[src/rtl/uart_rx_if.sv]
// Bus bundle for the UART receiver: serial line and frame config in, byte and status out.
interface uart_rx_if #(
  parameter int DATA_WIDTH = 8
);
  logic                  RX_IN;
  logic                  parity_enable;
  logic                  parity_type;
  logic [DATA_WIDTH-1:0] P_DATA;
  logic                  data_valid;
  logic                  par_err;
  logic                  stp_err;
  logic                  busy;

  modport master (
    output RX_IN, parity_enable, parity_type,
    input  P_DATA, data_valid, par_err, stp_err, busy
  );

  modport slave (
    input  RX_IN, parity_enable, parity_type,
    output P_DATA, data_valid, par_err, stp_err, busy
  );
endinterface

[src/rtl/uart_rx.sv]
// UART receiver: 2-flop synchronizer, PRESCALE-times oversampling with 3-sample majority,
// 8N1 frame with optional even/odd parity, one-cycle valid/error pulses.
module uart_rx #(
  parameter int DATA_WIDTH = 8,
  parameter int PRESCALE   = 8
) (
  input logic      CLK,
  input logic      RST,
  uart_rx_if.slave bus
);
  localparam int EW = $clog2(PRESCALE);
  localparam int BW = (DATA_WIDTH > 1) ? $clog2(DATA_WIDTH) : 1;
  localparam logic [EW-1:0] EC_LAST = EW'(PRESCALE - 1);
  localparam logic [EW-1:0] SMP0    = EW'(PRESCALE / 2 - 1);
  localparam logic [EW-1:0] SMP1    = EW'(PRESCALE / 2);
  localparam logic [EW-1:0] SMP2    = EW'(PRESCALE / 2 + 1);

  typedef enum logic [2:0] {IDLE, START, DATA, PARITY, STOP} state_t;

  state_t                state, state_nxt;
  logic                  sync1, rx_s;
  logic [1:0]            settle;
  logic                  armed;
  logic [EW-1:0]         edge_cnt;
  logic [BW-1:0]         bit_cnt;
  logic [DATA_WIDTH-1:0] shreg;
  logic                  pen, ptype, par_bad;
  logic                  smp0, smp1, smp_q;
  logic                  start_det, bit_end, last_bit, maj, sample;

  always_comb begin
    start_det = (state == IDLE) && !rx_s && armed;
    bit_end   = (state != IDLE) && (edge_cnt == EC_LAST);
    last_bit  = (bit_cnt == BW'(DATA_WIDTH - 1));
    maj       = (smp0 & smp1) | (smp0 & rx_s) | (smp1 & rx_s);
    sample    = (edge_cnt == SMP2) ? maj : smp_q;
  end

  always_comb begin
    state_nxt = state;
    case (state)
      IDLE:    if (start_det) state_nxt = START;
      START:   if (bit_end) state_nxt = sample ? IDLE : DATA;
      DATA:    if (bit_end && last_bit) state_nxt = pen ? PARITY : STOP;
      PARITY:  if (bit_end) state_nxt = STOP;
      STOP:    if (bit_end) state_nxt = IDLE;
      default: state_nxt = IDLE;
    endcase
  end

  assign bus.busy = (state != IDLE);

  always_ff @(posedge CLK) begin
    if (RST) begin
      state          <= IDLE;
      sync1          <= 1'b1;
      rx_s           <= 1'b1;
      settle         <= '0;
      armed          <= 1'b0;
      edge_cnt       <= '0;
      bit_cnt        <= '0;
      shreg          <= '0;
      pen            <= 1'b0;
      ptype          <= 1'b0;
      par_bad        <= 1'b0;
      smp0           <= 1'b1;
      smp1           <= 1'b1;
      smp_q          <= 1'b1;
      bus.P_DATA     <= '0;
      bus.data_valid <= 1'b0;
      bus.par_err    <= 1'b0;
      bus.stp_err    <= 1'b0;
    end else begin
      state          <= state_nxt;
      sync1          <= bus.RX_IN;
      rx_s           <= sync1;
      settle         <= {settle[0], 1'b1};
      bus.data_valid <= 1'b0;
      bus.par_err    <= 1'b0;
      bus.stp_err    <= 1'b0;

      // Reset-value highs in the synchronizer must not arm detection; a frame ending
      // with the line low (break) disarms until the line is seen high again.
      if (rx_s && settle[1])
        armed <= 1'b1;
      else if (start_det || (state == STOP && bit_end && !sample))
        armed <= 1'b0;

      if (state == IDLE) begin
        edge_cnt <= start_det ? EW'(1) : '0;
        if (start_det) begin
          pen     <= bus.parity_enable;
          ptype   <= bus.parity_type;
          bit_cnt <= '0;
          par_bad <= 1'b0;
        end
      end else begin
        edge_cnt <= bit_end ? '0 : edge_cnt + EW'(1);
        if (edge_cnt == SMP0) smp0  <= rx_s;
        if (edge_cnt == SMP1) smp1  <= rx_s;
        if (edge_cnt == SMP2) smp_q <= maj;
        if (bit_end) begin
          case (state)
            DATA: begin
              shreg   <= {sample, shreg[DATA_WIDTH-1:1]};
              bit_cnt <= bit_cnt + BW'(1);
            end
            PARITY: par_bad <= (sample != ((^shreg) ^ ptype));
            STOP: begin
              bus.data_valid <= sample && !par_bad;
              bus.par_err    <= par_bad;
              bus.stp_err    <= !sample;
              if (sample && !par_bad) bus.P_DATA <= shreg;
            end
            default: ;
          endcase
        end
      end
    end
  end
endmodule

[src/flat_wrapper.sv]
// flat-port wrapper written by rule: the top's interface ports become plain ports
module uart_rx_flat 
#(
  parameter int DATA_WIDTH = 8,
  parameter int PRESCALE   = 8
)
  (CLK, RST, bus_RX_IN, bus_parity_enable, bus_parity_type, bus_P_DATA, bus_data_valid, bus_par_err, bus_stp_err, bus_busy);
  uart_rx_if #(.DATA_WIDTH(DATA_WIDTH)) bus_i ();
  input logic CLK;
  input logic RST;
  input wire logic [$bits(bus_i.RX_IN)-1:0] bus_RX_IN;
  input wire logic [$bits(bus_i.parity_enable)-1:0] bus_parity_enable;
  input wire logic [$bits(bus_i.parity_type)-1:0] bus_parity_type;
  output wire logic [$bits(bus_i.P_DATA)-1:0] bus_P_DATA;
  output wire logic [$bits(bus_i.data_valid)-1:0] bus_data_valid;
  output wire logic [$bits(bus_i.par_err)-1:0] bus_par_err;
  output wire logic [$bits(bus_i.stp_err)-1:0] bus_stp_err;
  output wire logic [$bits(bus_i.busy)-1:0] bus_busy;
  assign bus_i.RX_IN = bus_RX_IN;
  assign bus_i.parity_enable = bus_parity_enable;
  assign bus_i.parity_type = bus_parity_type;
  assign bus_P_DATA = bus_i.P_DATA;
  assign bus_data_valid = bus_i.data_valid;
  assign bus_par_err = bus_i.par_err;
  assign bus_stp_err = bus_i.stp_err;
  assign bus_busy = bus_i.busy;
  uart_rx #(.DATA_WIDTH(DATA_WIDTH), .PRESCALE(PRESCALE)) u_core (.CLK(CLK), .RST(RST), .bus(bus_i));
endmodule
[config.mk]
export PLATFORM = sky130hd
export DESIGN_NAME = uart_rx_flat
export DESIGN_NICKNAME = d
export VERILOG_FILES = /design/src/rtl/uart_rx_if.sv /design/src/rtl/uart_rx.sv /design/src/flat_wrapper.sv
export SDC_FILE = /design/constraint.sdc
export NUM_CORES = 1
export LEC_CHECK = 0
export CORE_MARGIN = 2
export CORE_UTILIZATION = 40
export DETAILED_ROUTE_END_ITERATION = 10
export GPL_ROUTABILITY_DRIVEN = 0
export GPL_TIMING_DRIVEN = 0
export PLACE_DENSITY = 0.69
export SYNTH_ARGS = -nofsm -noshare
export SYNTH_HDL_FRONTEND = slang
export SYNTH_SLANG_ARGS = --single-unit
[constraint.sdc]
create_clock -name CLK -period 1.9 [get_ports CLK]
set_clock_uncertainty 0.05 [all_clocks]
set_input_delay 0.19 -clock CLK [delete_from_list [all_inputs] [get_ports CLK]]
set_output_delay 0.19 -clock CLK [all_outputs]
set_load 0.02 [all_outputs]
---- Word level (Yosys, flattened, before mapping) ----
Index checks and enable logic that the tools add are counted.
operators by class
  reductions and logical operators ........ 28
  equality and inequality tests ........... 15
  mux-type cells .......................... 23
  add/sub/neg operators ................... 2
  bitwise operators ....................... 9
operators by type and width
  kind                                                  count
  two-way mux 3 bit                                     12
  equality test 3 bit (second input constant)           5
  one-hot mux 3 bit (5 select lines)                    1
  != test 2 x 1 -> 1 bit (second input constant)        5
  equality test 3 x 2 -> 1 bit (second input constant)  3
  two-way mux 1 bit                                     9
  AND reduction 3 bit                                   3
  logical AND 1 bit                                     8
  nonzero test 2 bit                                    4
  XOR reduction 8 bit                                   1
  adder 3 x 1 -> 3 bit (second input constant)          2
  AND reduction 2 bit                                   3
  AND reduction 5 bit                                   1
  AND reduction 4 bit                                   1
  OR reduction 4 bit                                    1
  bitwise AND 1 bit                                     3
  equality test 3 x 1 -> 1 bit (second input constant)  1
  logical NOT 1 bit                                     3
  logical NOT 3 bit                                     1
  inverter 1 bit                                        3
  nonzero test 3 bit                                    1
  two-way mux 2 bit                                     1
  bitwise OR 1 bit                                      2
  logical OR 1 bit                                      1
  2 further kinds                                       2
word-level totals
  word-level logic and storage cells ...... 96
  register bits ........................... 39

---- Logic depth before layout (Yosys ltp) ----
Gate-level depths: netlist of run 1.
  word-level depth ........................ 9
  mapped depth ............................ 9
  depth with buffers taken out ............ 7

---- Worst setup path after synthesis of run 1 ----
Ideal clock, no wire load.
  path kind ............................... register to register
  start point ............................. register u_core.edge_cnt[0]
  end point ............................... register u_core.bus.P_DATA[0]
  period minus slack after synthesis ...... 1.764 ns
  data arrival time ....................... 1.586 ns
  buffers on the path ..................... 2
  stages on the path, launching flop included .. 9
  setup slack ............................. 0.136 ns
  required time ........................... 1.722 ns
  path through ............................ dfxtp_1 > ha_1 > ha_1 > buf_2 > nand3_1 > or3_1 > buf_6 > mux2i_1 > nor2_1
on the way
  longest elaborated chain between the ends .. 4
  elaborated cells on any way between the ends .. 6
  classes of those cells .................. eq/ne: 2; mux: 1; reduce/logical: 3
ends and longest elaborated chain
  what                               RTL line          source
  from (decl)                        uart_rx.sv:24     logic [EW-1:0] edge_cnt;
  from (signal assigned)             uart_rx.sv:90     edge_cnt <= start_det ? EW'(1) : '0;
  from (signal assigned)             uart_rx.sv:98     edge_cnt <= bit_end ? '0 : edge_cnt + EW'(1);
  equality test 3 bit                uart_rx.sv:36     sample = (edge_cnt == SMP2) ? maj : smp_q;
  two-way mux 1 bit                  uart_rx.sv:36
  logical AND 1 bit                  uart_rx.sv:113    if (sample && !par_bad) bus.P_DATA <= shreg;
  AND reduction 4 bit (no line) (*)  --
  to (signal assigned)               uart_rx.sv:113
  to (decl)                          uart_rx_if.sv:21  output P_DATA, data_valid, par_err, stp_err, busy
Mark *: on every way between the ends. The rest lies on a longest branch, timed or not.
A chain may end at the register's enable or synchronous reset.

---- Final worst setup path of run 1 ----
Same ends and word-level chain as after synthesis.

==> results of run 1 <==
==> per-layer routing <==
metal  global-route usage [%]  part of all wire [%]  vias up
li1                         -                     -      662
met1                     18.7                    44      576
met2                     23.3                    49       28
met3                     3.45                   3.2        8
met4                     9.75                   2.7        0
met5                        0                     0        -
==> layout by cell type (no fill, tap or decap), drive strengths merged, types with 2 or more instances in the layout <==
master,synthesis,final
a211o,2,2
a21oi,13,13
a22oi,2,2
buf,5,12
clkbuf,4,10
clkdlybuf4s50,0,14
dfxtp,39,39
ha,7,7
inv,6,6
mux2i,11,11
nand2,22,22
nand2b,2,2
nand3,3,3
nor2,22,22
nor2b,3,3
nor3,4,4
nor3b,2,2
o21ai,4,4
or2,2,2
or3,2,2
xnor2,7,7
xor2,2,2
==> state kept, by name (all words and copies together), names as in the netlist, 2 cells and up <==
register and count:
u_core.bit_cnt 3, u_core.bus.P_DATA 8, u_core.edge_cnt 3, u_core.settle 2, u_core.shreg 8, u_core.state 3
==> stage by stage <==
step / setup slack [ns] / TNS, ns / instances
floorplan: 0.136 / 0 / 179
global placement: -0.0578 / -0.431 / 244
detailed placement: -0.0910 / -0.660 / 244
CTS: 0.0187 / 0 / 252
global route: -0.0423 / -0.179 / 259
finish: 0.0576 / 0 / 259
==> layout make-up <==
| class | instances | area [µm²] | area share [%] |
|---|---|---|---|
| tap | 50 | 62.6 | 2.99 |
| clock buffer | 6 | 82.6 | 3.95 |
| clock inverter | 2 | 35.0 | 1.67 |
| timing repair buffer | 22 | 201 | 9.62 |
| buffer | 9 | 60.1 | 2.87 |
| inverter | 6 | 22.5 | 1.08 |
| sequential | 39 | 782 | 37.4 |
| multi-input combinational | 125 | 847 | 40.5 |
==> kinds of logic after synthesis <==
family | after synthesis | share of synthesized area (%)
fa+ha+maj | 7 | 5.30
mux | 12 | 7.35
simple gates | 68 | 20.1
flops | 39 | 47.3
buf+inv | 15 | 4.32
xor+xnor | 9 | 4.77
compound gates | 29 | 10.9
==> power by group <==
group,switching (mW),internal (mW)
logic,0.0590,0.0504
clock network,0.288,0.425
registers,0.00707,0.828
==> worst max-delay path: cells and delay by family, from the launching register on <==
kind / cells / cell delay, ns
multiplexers: 1 / 0.17
AND/OR/NAND/NOR: 3 / 0.49
adder cells (fa/ha/maj): 2 / 0.36
buffers and inverters: 2 / 0.28
flip-flops: 1 / 0.37
==> how the worst min path moves through the flow <==
| stage | to | cells after the start |
|---|---|---|
| after floorplan | u_core.sync1$_SDFF_PP1_ | 1 |
| after global placement | u_core.rx_s$_SDFF_PP1_ | 1 |
| after detailed placement | u_core.rx_s$_SDFF_PP1_ | 1 |
| after CTS | u_core.settle[1]$_SDFF_PP0_ | 2 |
| after global routing | u_core.settle[1]$_SDFF_PP0_ | 2 |
| final | u_core.settle[1]$_SDFF_PP0_ | 2 |
==> repair_timing <==
item	4_1_cts	5_1_grt
buffers inserted	0	7
pin swaps	0	1
resized for setup	5	14
endpoints found under the setup margin	14	21
hold endpoints to repair	0	0
==> flow_summary.yaml, run 1 <==
layout:
  n_fill_cell: 360
  final_util_pct: 52.3
  final_nets: 220
  area_growth_pct: 26.7
  drive_above_1_share_pct: 17.2
  diodes: 0
  design_area_mm2: 0.00209
die:
  die_h_um: 68.3
  core-area_mm2: 0.00400
  num_rows: 23
  io_pins: 17
  die_w_um: 68.3
  initial_core_util_pct: 41.3
  die-area_mm2: 0.00466
logic_synthesis:
  synth_top_flop_cell: "dfxtp_1"
  yosysWarnings: 0
  synth_top_cells_by_area: "dfxtp_1 47%, mux2i_1 6.7%, ha_1 5.3%"
  seq_area_frac_synth_pct: 47.3
  synth_cells: 179
  syn_avg_cell_area_um2: 9.23
  yosys.area.top_type_share_pct: 47.3
  async_flop_share_pct: 0
  synth_commonest_cells: "39 x dfxtp_1, 22 x nand2_1, 21 x nor2_1, 13 x a21oi_1, 11 x mux2i_1"
  syn-num-nets: 191
  synth_most_common_cell: "dfxtp_1"
  synth_area_mm2: 0.00165
  synth-edff-count: 0
  synth_seq_cells: 39
  yosys.area.top_type: "dfxtp_1"
  synth_cell_types: 40
setup_path:
  worst-r2r-cell-count: 8
  endpoint_kind: "register"
  crit_start: "u_core.edge_cnt[0]$_SDFF_PP0_"
  worstReg2RegEnd: "u_core.bus.P_DATA[0]$_SDFFE_PP0P_"
  path_cells: "ha_2 > ha_2 > buf_6 > nand3_4 > or3_4 > buf_6 > mux2i_2 > nor2_1"
  cp.arrival_ns: 1.96
  cp-start-kind: "register"
  crit_path_max_fanout: 9
  cp_data_required_time_ns: 2.02
  critPathSlowestCell: "dfxtp_2"
  path_class: "register to register"
  r2r-start: "u_core.edge_cnt[0]$_SDFF_PP0_"
  reg2reg_slack_ns: 0.06
  cpPeakStageDelay_ns: 0.37
  endpoint: "u_core.bus.P_DATA[0]$_SDFFE_PP0P_"
sta:
  fmax_mhz: 543
  period_needed_ns: 1.84
  finalCritPeriodShare_pct: 97.0
  finalSetupViolCount: 0
  tightest_slew_ns: 0.463
  fin_hold_ws_ns: 0.209
  slew_headroom_pct: 69.1
  final_max_slew_viol_count: 0
  rsz0062_at_grt: "true"
  hold_viol: 0
global_routing:
  grt_usage_pct: 15.1
  grt_max_degree: 13
  antenna_found_initial: 0
  first_global_vias: 1132
  grt_overflow: 0
  grt_pass1_wl_um: 5090
routing:
  drc: 0
  detail_route.iter0.violations: 93
  ant_nets: 0
  vias: 1274
  via_per_inst: 4.92
  drt_wl_total_um: 3160
  firstDrtPassIters: 4
  wl_per_cell_um: 12.2
placement:
  placed_area_mm2: 0.00186
  io_buffers: 15
  dp_hpwl_um: 2050
pwr:
  ir_drop_v: 0.000289
  finalPower_mw: 1.66
  p_leak_nw: 0.868
  p_per_area_mw_per_mm2: 792
cts:
  clock-sinks: 39
  postCtsHoldBufs: 0
  cts_tree: "done"
  cts-buffers-inserted: 5
  htree_levels: 2
  cts-root-buf: "clkbuf_8"
  clk_pin_slew_worst_paths_ns: 0.07
  clk_latency_ns: 0.29
  cts_buffer_depth: 2
run:
  maxCapViolations: 0
hold_path:
  holdCritPathClass: "input pin to register"
  min_from: "RST"
outcome:
  status: "completed"
No activity file was read; power rests on OpenSTA's default activity.
==> run 2, diff against run 1 <==
--- a/config.mk
+++ b/config.mk
@@ -7,6 +7,8 @@
 export LEC_CHECK = 0
 export CORE_MARGIN = 2
 export CORE_UTILIZATION = 40
+export CTS_BUF_LIST = sky130_fd_sc_hd__clkbuf_4
+export CTS_CLUSTER_DIAMETER = 40
 export DETAILED_ROUTE_END_ITERATION = 10
 export GPL_ROUTABILITY_DRIVEN = 0
 export GPL_TIMING_DRIVEN = 0
==> run 2 against run 1 <==
Against the previous run: register-to-register slack got worse by 0.06 ns; cell area down 1.1%; clock-buffer cell count decreased by 1; worst hold slack got worse by 0.056 ns; core utilization shrank 0.56 points; final cell count up 0.77%; clock power is 24% lower; critical path depth did not move; sequential cell count is the same; largest power group unchanged.
==> flow_summary.yaml, run 2 (same netlist as run 1, synthesis figures left out) <==
cts:
  htree_levels: 2
  cts-buffers-inserted: 5
  cts_tree: "done"
  clock-sinks: 39
  cts_buffer_depth: 2
  postCtsHoldBufs: 0
  clk_latency_ns: 0.35
  cts-root-buf: "clkbuf_4"
  clk_pin_slew_worst_paths_ns: 0.11
global_routing:
  first_global_vias: 1111
  grt_overflow: 0
  grt_max_degree: 13
  antenna_found_initial: 0
  grt_usage_pct: 14.8
  grt_pass1_wl_um: 5040
placement:
  placed_area_mm2: 0.00186
  io_buffers: 15
  dp_hpwl_um: 2050
  dp.cells: 244
  pre_cts_slack_ns: -0.0910
die:
  die_h_um: 68.3
  die-area_mm2: 0.00466
  io_pins: 17
  die_w_um: 68.3
  core-area_mm2: 0.00400
  num_rows: 23
  initial_core_util_pct: 41.3
pwr:
  p_per_area_mw_per_mm2: 717
  finalPower_mw: 1.49
  ir_drop_v: 0.000271
  p_leak_nw: 0.860
sta:
  fin_ws_ns: 0.00164
  slew_headroom_pct: 68.4
  finalSetupViolCount: 0
  fin_hold_ws_ns: 0.153
  tightest_slew_ns: 0.474
  final_max_slew_viol_count: 0
  rsz0062_at_grt: "true"
  finalCritPeriodShare_pct: 99.9
  hold_viol: 0
  fmax_mhz: 527
  period_needed_ns: 1.90
hold_path:
  holdCritPathClass: "input pin to register"
  holdPathEnd: "u_core.settle[1]$_SDFF_PP0_"
  holdPathStages: 2
  min_from: "RST"
layout:
  final_common_cell: "dfxtp_1"
  drive_above_1_share_pct: 18.0
  stdcell_count: 261
  diodes: 0
  final_cell_mix: "38 x dfxtp_1, 22 x nand2_1, 21 x nor2_1"
  top_regs: "u_core.bus.P_DATA x8, u_core.shreg x8"
  design_area_mm2: 0.00207
  final_nets: 222
  area_growth_pct: 25.4
  n_fill_cell: 368
routing:
  ant_nets: 0
  wl_per_cell_um: 11.9
  via_per_inst: 4.91
  vias: 1282
  firstDrtPassIters: 4
  drc: 0
  drt_wl_total_um: 3100
  detail_route.iter0.violations: 78
setup_path:
  r2r-start: "u_core.edge_cnt[0]$_SDFF_PP0_"
  worst-r2r-cell-count: 8
  cp-start-kind: "register"
  endpoint_kind: "register"
  worstReg2RegEnd: "u_core.bus.P_DATA[0]$_SDFFE_PP0P_"
  path_class: "register to register"
  reg2reg_slack_ns: 0.002
  crit_path_max_fanout: 9
  cp.arrival_ns: 2.08
  path_cells: "buf_4 > ha_1 > o211ai_1 > a2bb2oi_2 > or3_4 > buf_6 > mux2i_2 > nor2_1"
  critPathSlowestCell: "dfxtp_2"
  cp_data_required_time_ns: 2.08
  cpPeakStageDelay_ns: 0.37
outcome:
  status: "completed"
run:
  maxCapViolations: 0
==> run 2: layout make-up <==
type / instances / area, µm² / area share (%)
sequential: 39 / 782 / 37.8
clock buffer: 5 / 37.5 / 1.81
buffer: 9 / 60.1 / 2.90
clock inverter: 3 / 38.8 / 1.87
tap: 50 / 62.6 / 3.02
timing repair buffer: 24 / 216 / 10.5
multi-input combinational: 125 / 851 / 41.1
inverter: 6 / 22.5 / 1.09
==> run 2: power breakdown <==
group	switching [mW]	internal (mW)
clock network	0.267	0.271
registers	0.00640	0.829
logic	0.0603	0.0524
total	0.334	1.15
==> run 2: worst max-delay path: cells and delay by family, from the launching register on <==
kind,cells,cell delay (ns)
DFF,1,0.37
adders and majority gates,1,0.16
muxes,1,0.17
AOI/OAI and AO/OA,2,0.33
and+or+nand+nor,2,0.42
buffers and inverters,2,0.27
==> run 2: worst max-delay path by stage <==
stage / from / end / slack, ns / cells past startpoint
final: u_core.edge_cnt[0]$_SDFF_PP0_ / u_core.bus.P_DATA[0]$_SDFFE_PP0P_ / 0.002 / 8
after global placement: u_core.edge_cnt[0]$_SDFF_PP0_ / u_core.bus.P_DATA[3]$_SDFFE_PP0P_ / -0.06 / 8
after global routing: u_core.edge_cnt[0]$_SDFF_PP0_ / u_core.bus.P_DATA[0]$_SDFFE_PP0P_ / -0.07 / 8
after CTS: u_core.edge_cnt[0]$_SDFF_PP0_ / u_core.bit_cnt[2]$_SDFFE_PP0P_ / 0.02 / 8
after detailed placement: u_core.edge_cnt[0]$_SDFF_PP0_ / u_core.bus.P_DATA[7]$_SDFFE_PP0P_ / -0.09 / 8
after floorplan: u_core.edge_cnt[0]$_SDFF_PP0_ / u_core.bus.P_DATA[0]$_SDFFE_PP0P_ / 0.14 / 8
==> run 2: timing repair <==
| action | 4_1_cts | 5_1_grt |
|---|---|---|
| setup endpoints to repair | 13 | 21 |
| setup buffers | 0 | 9 |
| resized for setup | 6 | 14 |
| pin swaps | 1 | 1 |
==> run 2: metrics by stage <==
stage,setup TNS [ns],util [%]
2_1_floorplan,0,-
3_3_place_gp,-0.431,46.6
3_5_place_dp,-0.660,46.6
4_1_cts,0,48.9
5_1_grt,-0.350,51.8
6_report,0,51.8
==> run 2: routing by layer <==
metal  GRT usage [%]  vias to the layer above  wire length, µm  part of all wire [%]
li1                -                      668                -                     -
met1            18.6                      588             1450                    47
met2            22.6                       22             1520                    49
met3            5.43                        4              102                   3.3
met4            6.75                        0               33                   1.1
met5               0                        -                0                     0
